===== src/rtl/vx_ctrl_apb_multi.sv =====
// APB control and multi-region AXI address remap for accelerator cores (Vortex first).
// Optional run-cycle counter enabled by defining VX_CTRL_CYCLE_CNT_EN.
//
// state   | meaning
// IDLE    | core clock gated, core held in reset
// RESET   | core clocked, reset held for RESET_DELAY cycles
// RUN     | core running, waiting for busy to rise then fall
// DONE    | one-cycle completion, sets irq pending
module vx_ctrl_apb_multi #(
  parameter int NUM_REGIONS = 4,
  parameter int ADDR_WIDTH  = 32,
  parameter int RESET_DELAY = 8,
  parameter int CTR_WIDTH   = 32
) (
  input  logic                  clk,
  input  logic                  reset,
  input  logic                  psel,
  input  logic                  penable,
  input  logic                  pwrite,
  input  logic [31:0]           paddr,
  input  logic [31:0]           pwdata,
  output logic [31:0]           prdata,
  output logic                  pready,
  output logic                  pslverr,
  input  logic                  core_busy,
  output logic                  core_clk_en,
  output logic                  core_reset,
  input  logic [ADDR_WIDTH-1:0] araddr_raw,
  input  logic [ADDR_WIDTH-1:0] awaddr_raw,
  output logic [ADDR_WIDTH-1:0] araddr,
  output logic [ADDR_WIDTH-1:0] awaddr,
  output logic                  irq
);

  localparam int RSEL = $clog2(NUM_REGIONS);
  localparam int RCW  = (RESET_DELAY > 1) ? $clog2(RESET_DELAY) : 1;
  localparam logic [ADDR_WIDTH-1:0] LOW_MASK = {ADDR_WIDTH{1'b1}} >> RSEL;

  typedef enum logic [1:0] {S_IDLE = 2'd0, S_RESET = 2'd1, S_RUN = 2'd2, S_DONE = 2'd3} state_t;

  state_t                state;
  logic [RCW-1:0]        rst_ctr;
  logic                  seen_busy;
  logic                  pending;
  logic                  enable;
  logic [ADDR_WIDTH-1:0] base_q [NUM_REGIONS];
  logic [31:0]           cycles_rd;

  logic [7:0]      off;
  logic [7:0]      base_off;
  logic [RSEL-1:0] base_sel;
  logic            is_ctrl, is_status, is_irq, is_cycles, is_base, mapped;
  logic            access, wr, wr_ctrl, wr_irq, wr_base, start_req, abort_req;

  assign off       = paddr[7:0];
  assign base_off  = off - 8'h10;
  assign base_sel  = base_off[RSEL+1:2];
  assign is_ctrl   = (off == 8'h00);
  assign is_status = (off == 8'h04);
  assign is_irq    = (off == 8'h08);
  assign is_cycles = (off == 8'h0C);
  assign is_base   = (off[1:0] == 2'b00) && (off >= 8'h10) && (int'(off) < 16 + 4 * NUM_REGIONS);
  assign mapped    = is_ctrl | is_status | is_irq | is_cycles | is_base;

  assign access  = psel & penable;
  assign pslverr = access & (~mapped | (pwrite & (is_status | is_cycles))
                             | (pwrite & is_base & (state != S_IDLE)));
  assign pready  = 1'b1;

  // Erroring accesses never reach any register
  assign wr        = access & pwrite & ~pslverr;
  assign wr_ctrl   = wr & is_ctrl;
  assign wr_irq    = wr & is_irq;
  assign wr_base   = wr & is_base;
  assign abort_req = wr_ctrl & pwdata[1];
  assign start_req = wr_ctrl & pwdata[0] & ~pwdata[1];

  always_ff @(posedge clk or negedge reset) begin
    if (!reset) begin
      state       <= S_IDLE;
      core_clk_en <= 1'b0;
      core_reset  <= 1'b1;
      rst_ctr     <= '0;
      seen_busy   <= 1'b0;
    end else if (abort_req) begin
      state       <= S_IDLE;
      core_clk_en <= 1'b0;
      core_reset  <= 1'b1;
    end else begin
      case (state)
        S_IDLE: if (start_req) begin
          state       <= S_RESET;
          core_clk_en <= 1'b1;
          core_reset  <= 1'b1;
          rst_ctr     <= '0;
          seen_busy   <= 1'b0;
        end
        S_RESET: begin
          rst_ctr <= rst_ctr + 1'b1;
          if (rst_ctr == RCW'(RESET_DELAY - 1)) begin
            state      <= S_RUN;
            core_reset <= 1'b0;
          end
        end
        S_RUN: begin
          if (core_busy) seen_busy <= 1'b1;
          else if (seen_busy) begin
            state       <= S_DONE;
            core_clk_en <= 1'b0;
          end
        end
        default: begin
          state      <= S_IDLE;
          core_reset <= 1'b1;
        end
      endcase
    end
  end

  // Completion set has priority over a same-cycle W1C
  always_ff @(posedge clk or negedge reset) begin
    if (!reset) begin
      pending <= 1'b0;
      enable  <= 1'b0;
    end else begin
      if (state == S_DONE && !abort_req) pending <= 1'b1;
      else if (wr_irq && pwdata[0])      pending <= 1'b0;
      if (wr_irq) enable <= pwdata[1];
    end
  end

  assign irq = pending & enable;

  always_ff @(posedge clk or negedge reset) begin
    if (!reset) begin
      for (int i = 0; i < NUM_REGIONS; i++) base_q[i] <= '0;
    end else if (wr_base) begin
      base_q[base_sel] <= pwdata[ADDR_WIDTH-1:0];
    end
  end

`ifdef VX_CTRL_CYCLE_CNT_EN
  logic [CTR_WIDTH-1:0] cycles_q;

  always_ff @(posedge clk or negedge reset) begin
    if (!reset)                                  cycles_q <= '0;
    else if (state == S_IDLE && start_req)       cycles_q <= '0;
    else if (state == S_RUN && !(&cycles_q))     cycles_q <= cycles_q + 1'b1;
  end

  always_comb begin
    cycles_rd = '0;
    cycles_rd[CTR_WIDTH-1:0] = cycles_q;
  end
`else
  assign cycles_rd = '0;
`endif

  always_comb begin
    prdata = '0;
    if (is_status)      prdata = {29'd0, state, core_busy};
    else if (is_irq)    prdata = {30'd0, enable, pending};
    else if (is_cycles) prdata = cycles_rd;
    else if (is_base)   prdata[ADDR_WIDTH-1:0] = base_q[base_sel];
  end

  // Top RSEL address bits select a region; remaining bits are an offset into it
  assign araddr = base_q[araddr_raw[ADDR_WIDTH-1 -: RSEL]] + (araddr_raw & LOW_MASK);
  assign awaddr = base_q[awaddr_raw[ADDR_WIDTH-1 -: RSEL]] + (awaddr_raw & LOW_MASK);

  logic unused_bits;
  assign unused_bits = ^{paddr[31:8], pwdata, base_off};

endmodule


===== config.mk =====
export PLATFORM = sky130hd
export DESIGN_NAME = vx_ctrl_apb_multi
export DESIGN_NICKNAME = d
export VERILOG_FILES = /design/src/rtl/vx_ctrl_apb_multi.sv
export SDC_FILE = /design/constraint.sdc
export NUM_CORES = 1
export LEC_CHECK = 0
export BUFFER_PORTS_ARGS = -buffer_cell sky130_fd_sc_hd__clkbuf_2
export CORE_ASPECT_RATIO = 1.75
export CORE_UTILIZATION = 56
export DETAILED_ROUTE_END_ITERATION = 16
export GPL_ROUTABILITY_DRIVEN = 0
export PLACE_DENSITY = 0.93
export SYNTH_ARGS = -nofsm -noshare
export SYNTH_HDL_FRONTEND = slang
export SYNTH_SLANG_ARGS = --single-unit

===== constraint.sdc =====
create_clock -name clk -period 5.2 [get_ports clk]
set_input_delay 0.52 -clock clk [delete_from_list [all_inputs] [get_ports clk]]
set_output_delay 0.52 -clock clk [all_outputs]
set_load 0.03 [all_outputs]

==> flow_summary.yaml, run 1 <==
pwr:
  power_uw: 2890
  pwr-share-seq: 0.396
  p_int_uw: 1980
  p_sw_frac: 0.315
  leakage_uw: 0.00650
  peakVddDrop_mv: 0.260
  p_comb_frac: 0.200
  clockPowerShare: 0.404
  power_density_nw_per_um2: 225
  p_sw_uw: 911
cells_and_area:
  syn2layout_area_growth_pct: 17.4
  drive_above_1_share: 0.438
  fillCellCount: 1317
  final_cell_count_no_fill: 1381
  final_util: 0.670
  final_nets: 1328
  layout_commonest_cell: "clkbuf_2"
  layout_common_cells: "clkbuf_2 (208), dfrtp_1 (137), mux2_2 (131)"
grt:
  antenna_found_initial: 3
  grt_pass1_vias: 9651
  grt_max_degree: 101
  grt_pass1_wl_mm: 51.6
  gr-total-overflow: 0
  track_usage: 0.339
floorplanning:
  die_w_um: 108
  dieArea_um2: 20100
  ios: 235
  row_count: 67
  core_um2: 19200
  die_h_um: 187
  start_util: 0.571
timing:
  setup_viol: 0
  max_freq_ghz: 0.198
  hold_viol: 0
  skew_ns: 0.00696
  slew_viol_final: 0
  finalCritPeriodShare: 0.970
  whs_ns: 0.172
  worst_pin_slew_ns: 1.24
  fin_setup_tns_ns: 0
  final.min_clock_period_ns: 5.05
  slew_headroom: 0.173
  rsz0062_at_grt: "no"
clocking:
  cts.reportedPaths.clkPinSlew_ns: 0.07
  numCtsBuffers: 17
  cts-htree-levels: 4
  hold_buffers: 0
  cts_buffer_depth: 2
  cts_tree: "done"
  cts_root_buf: "clkbuf_16"
  clk_latency_ns: 0.43
  clkSinkCount: 138
drt:
  vias: 9445
  drt_iter0_drc: 790
  drt_first_pass_iters: 5
  drc: 0
  wl_per_cell_um: 24.2
  routed_wl_mm: 33.4
  ant_nets: 0
  viasPerCell: 6.84
setup_path:
  critPathTopFamily: "compound AO/OA/AOI/OAI gates"
  cp_num_cells: 14
  r2r-start: "state[0]"
  worstPathMaxFanout: 7
  startpoint_type: "input port"
  ff2ff_path_depth: 9
  critPathBufInv: 3
  cp.required_ns: 4.68
  cp_common_cell: "clkbuf_2"
  worstPathArrival_ns: 4.53
  cpPeakStageDelay_ns: 0.85
  startpoint: "awaddr_raw[30]"
  worst_setup_path_end_kind: "output pin"
  crit_slowest_cell: "a2111oi_1"
  worstSetupPathType: "input port to output pin"
  path_cells: "clkbuf_2, mux4_2, ha_1, inv_1, fa_1, nor2b_1, o31a_1, o22ai_1, a21oi_1, a2111oi_1, or4_1, a31oi_1, xor2_1, clkbuf_2"
synthesis:
  synthTopCellsByArea: "dfrtp_1 (31%), mux4_2 (20%), mux2_2 (13%)"
  synth_top_area_cell: "dfrtp_1"
  yosysUniqueCellTypes: 68
  synth_cells: 929
  synth_edf_count: 0
  synth-main-ff-cell: "dfrtp_1"
  syn_nets: 1132
  seq_area_frac_synth: 0.315
  ys_async_sr_fraction: 1.00
  synth.top_cell.area_share: 0.313
  synth_seq_cells: 138
  synth_warnings: 0
  synth.avg_cell_area_um2: 11.8
  syn_area_um2: 11000
placed_design:
  dp_hpwl_mm: 23.4
  post-place-cells: 1347
  portBuffers: 209
flow_run:
  drv_cap: 0
run_status:
  status: "finished clean"
hold_path:
  hp-class: "input port to asynchronous set/reset pin"
## worst paths after layout
path	end	slack, ns
setup reg to reg	base_q[123]	1.99
hold / removal	base_q[104]	0.17
setup / recovery	awaddr[30]	0.15
max in group asynchronous	core_reset	3.83
hold reg to reg	base_q[19]	0.55
min in group clk	base_q[42]	0.37
## power groups by stage
stage               Sequential, uW  Clock [uW]  Combinational, uW
floorplan                     1160           0                381
global placement              1160           0                553
detailed placement            1160           0                570
CTS                           1140        1170                574
global route                  1150        1210                626
finish                        1150        1170                577
## cells by family (layout without fill, tap and decap cells)
logic type / Yosys count / after routing / synth area share
AOI/OAI and AO/OA: 192 / 192 / 0.114
xor gates and xnor gates: 54 / 54 / 0.0432
adders and majority gates: 69 / 69 / 0.0802
buffers and inverters: 76 / 285 / 0.0288
DFF: 138 / 138 / 0.315
muxes: 230 / 230 / 0.334
other: 1 / 3 / 0.000342
and+or+nand+nor: 169 / 169 / 0.0841
## routing by layer
| layer | global-route usage | wire length [um] | vias up |
|---|---|---|---|
| met1 | 0.384 | 11400 | 4676 |
| met4 | 0.218 | 2180 | 2 |
| met5 | 0 | 18 | - |
| met2 | 0.587 | 17300 | 596 |
| li1 | - | - | 4017 |
| met3 | 0.0484 | 2530 | 154 |
## worst reg2reg max path, delay by kind of cell, from the launching register on
| family | cells | cell delay [ns] |
|---|---|---|
| mux | 1 | 0.30 |
| compound gates | 1 | 0.11 |
| buf+inv | 2 | 0.54 |
| flops | 1 | 0.45 |
| simple gates | 4 | 1.35 |
| fa+ha+maj | 1 | 0.33 |
## sequential cells by signal, indices dropped and copies added (netlist names)
register	count
rst_ctr	3
pending	1
base_q	128
core_reset	1
enable	1
core_clk_en	1
state	2
seen_busy	1
## stage by stage
| stage | cell area (um2) | worst slack, ns |
|---|---|---|
| 3_3_place_gp | 12300 | 0.353 |
| 2_1_floorplan | 11000 | 0.183 |
| 6_report | 12900 | 0.154 |
| 3_5_place_dp | 12300 | 0.350 |
| 4_1_cts | 12900 | 0.205 |
| 5_1_grt | 12900 | 0.0451 |
## repair_timing
action | 4_1_cts | 5_1_grt
endpoints found under the hold margin | 0 | 0
resized for setup | 0 | 1
buffers inserted | 0 | 0
endpoints found under the setup margin | 0 | 1
## synth_stat cells, types with 3 or more instances
cell type and instances:
a21oi_1 62, ha_1 67, mux4_2 95, a311oi_1 4
clkbuf_1 24, o211ai_1 6, a221o_1 6, inv_1 25
nor2b_1 7, or2_2 3, a211oi_1 4, dfrtp_1 137
buf_2 11, nand3_1 8, a31oi_1 6, nand3b_1 3
nand2_1 33, xor2_1 18, nor2_1 32, and3_1 39
o311ai_0 3, mux2_2 131, nand4_1 7, o21bai_1 7
nand2b_1 6, mux2i_1 4, a2111oi_0 4, o21ai_0 32
nor3_1 12, o21a_1 8, xnor2_1 36, buf_4 4
buf_1 11, and2_1 4, o31ai_1 5, a21o_1 22
## layout make-up
| type | count | area (um2) | area share |
|---|---|---|---|
| flip-flops and latches | 138 | 3450 | 0.269 |
| multi-input cells | 715 | 7190 | 0.559 |
| clock inverters | 14 | 123 | 0.00953 |
| inverters | 25 | 93.8 | 0.00730 |
| well taps | 241 | 302 | 0.0234 |
| diodes | 2 | 5.00 | 0.000389 |
| repair buffers | 228 | 1260 | 0.0978 |
| clock buffers | 18 | 439 | 0.0341 |
(Power assumes the default switching activity.)
==> inputs of run 2 (changes only) <==
--- a/config.mk
+++ b/config.mk
@@ -10,6 +10,8 @@
 export CORE_UTILIZATION = 56
 export DETAILED_ROUTE_END_ITERATION = 16
 export GPL_ROUTABILITY_DRIVEN = 0
+export GPL_TIMING_DRIVEN = 0
+export MAX_ROUTING_LAYER = met4
 export PLACE_DENSITY = 0.93
 export SYNTH_ARGS = -nofsm -noshare
 export SYNTH_HDL_FRONTEND = slang
==> flow_summary.yaml, run 2 (synthesized netlist as in run 1, its figures left out) <==
clocking:
  cts_root_buf: "clkbuf_16"
  cts.reportedPaths.clkPinSlew_ns: 0.06
  clkSinkCount: 138
  post_cts_resize_count: 22
  clk_latency_ns: 0.43
  hold_buffers: 0
  numCtsBuffers: 17
  cts-htree-levels: 4
  cts_tree: "done"
  cts_buffer_depth: 2
  post_cts_buffers: 0
pwr:
  power_uw: 3030
  clockPowerShare: 0.430
  leakage_uw: 0.00656
  peakVddDrop_mv: 0.257
  p_comb_frac: 0.192
  p_sw_uw: 871
  pwr-share-seq: 0.377
  p_int_uw: 2160
  power_density_nw_per_um2: 233
  p_sw_frac: 0.287
floorplanning:
  die_w_um: 108
  start_util: 0.571
  ios: 235
  core_um2: 19200
  row_count: 67
  die_h_um: 187
  dieArea_um2: 20100
cells_and_area:
  syn2layout_area_growth_pct: 18.9
  top_regs: "base_q x128, rst_ctr x3, state x2"
  largest_reg_flops: 128
  final_util: 0.678
  layout_commonest_cell: "clkbuf_2"
  layout_common_cells: "clkbuf_2 (210), dfrtp_1 (137), mux2_2 (131)"
  top_register: "base_q"
  fillCellCount: 1346
  drive_above_1_share: 0.434
  final_nets: 1357
grt:
  grtUsageMet2: 0.591
  track_usage: 0.356
  gr-usage-met3: 0.0742
  top_usage_layer: "met2"
  use_met1: 0.370
  grt_pass1_wl_mm: 52.5
  antenna_found_initial: 3
  gr-total-overflow: 0
  grt_pass1_vias: 10190
  grt_max_degree: 105
placed_design:
  portBuffers: 205
  dp_hpwl_mm: 24.6
setup_path:
  worst_setup_path_end_kind: "output pin"
  worstSetupPathType: "input port to output pin"
  worstPathMaxFanout: 10
  r2r_setup_slack_ns: 2.04
  cp.required_ns: 4.68
  startpoint_type: "input port"
  worstPathArrival_ns: 4.57
flow_run:
  drv_cap: 0
hold_path:
  hp-class: "input port to asynchronous set/reset pin"
drt:
  viasPerCell: 6.82
  vias: 9614
  drc: 0
  routed_wl_mm: 33.8
  drt_iter0_drc: 747
  wl_per_cell_um: 23.9
  drt_first_pass_iters: 7
  ant_nets: 0
run_status:
  status: "finished clean"
timing:
  skew_ns: 0.00607
  finalCritPeriodShare: 0.978
  setup_viol: 0
  rsz0062_at_grt: "yes"
  hold_viol: 0
  slew_headroom: 0.358
  worst_pin_slew_ns: 0.963
  final.min_clock_period_ns: 5.09
  max_freq_ghz: 0.197
  slew_viol_final: 0
==> run 2: changes by cell type in the layout (fill, tap and decap cells not counted), sizes merged <==
| cell | previous run | this run |
|---|---|---|
| bufinv | 0 | 4 |
| buf | 20 | 24 |
| clkbuf | 226 | 253 |
| inv | 34 | 25 |
| diode | 2 | 3 |
| clkinv | 1 | 4 |
| clkinvlp | 4 | 3 |
==> run 2: cell type report <==
cell class,instances,area [um2],share of cell area
Antenna cell,3,7.51,0.000577
Buffer,51,246,0.0189
Clock buffer,20,457,0.0351
Clock inverter,11,170,0.0131
Inverter,25,93.8,0.00721
Multi-Input combinational cell,715,7230,0.555
Sequential cell,138,3450,0.265
Tap cell,241,302,0.0232
Timing Repair Buffer,206,1060,0.0816
==> run 2: critical path, stage by stage <==
cell and delay (ns):
clkbuf_1 0.29, buf_4 0.34, mux4_2 0.58, ha_1 0.32, a211oi_1 0.37, o211ai_1 0.27, a31oi_4 0.32, nand2_1 0.21
a311oi_2 0.37, o31ai_2 0.18, or4_1 0.42, nand3_1 0.13, clkbuf_2 0.23
==> run 2: worst paths after layout <==
path	start	end	depth (start not counted)
worst max-delay path	awaddr_raw[30]	awaddr[31]	13
worst min-delay path	reset	base_q[102]	1
worst max register to register	state[0]	base_q[103]	11
worst min register to register	pending	pending	1
max in group asynchronous	reset	core_reset	2
min in group clk	pwdata[2]	base_q[66]	2
==> run 2: per-stage QoR <==
step	hold slack [ns]	cell area, um2	cells	TNS [ns]	setup slack, ns
after floorplan	0.224	11000	929	0	0.183
after global placement	0.507	12300	1375	-4.74	-0.561
after detailed placement	0.453	12300	1376	-6.30	-0.702
after CTS	0.000775	13000	1407	0	0.00787
after global routing	0.0158	13000	1410	-0.0112	-0.0112
final	0.000486	13000	1410	0	0.113
==> run 2: power by group through the flow <==
stage / logic (uW) / registers [uW] / clock network (uW)
2_1_floorplan: 381 / 1160 / 0
3_3_place_gp: 549 / 1160 / 0
3_5_place_dp: 570 / 1160 / 0
4_1_cts: 579 / 1150 / 1310
5_1_grt: 632 / 1150 / 1350
6_report: 583 / 1150 / 1310
==> run 2: per-layer routing <==
layer | part of all wire | vias up
met5 | 0 | -
met4 | 0.069 | 0
met3 | 0.085 | 186
met2 | 0.51 | 678
met1 | 0.33 | 4662
li1 | - | 4088
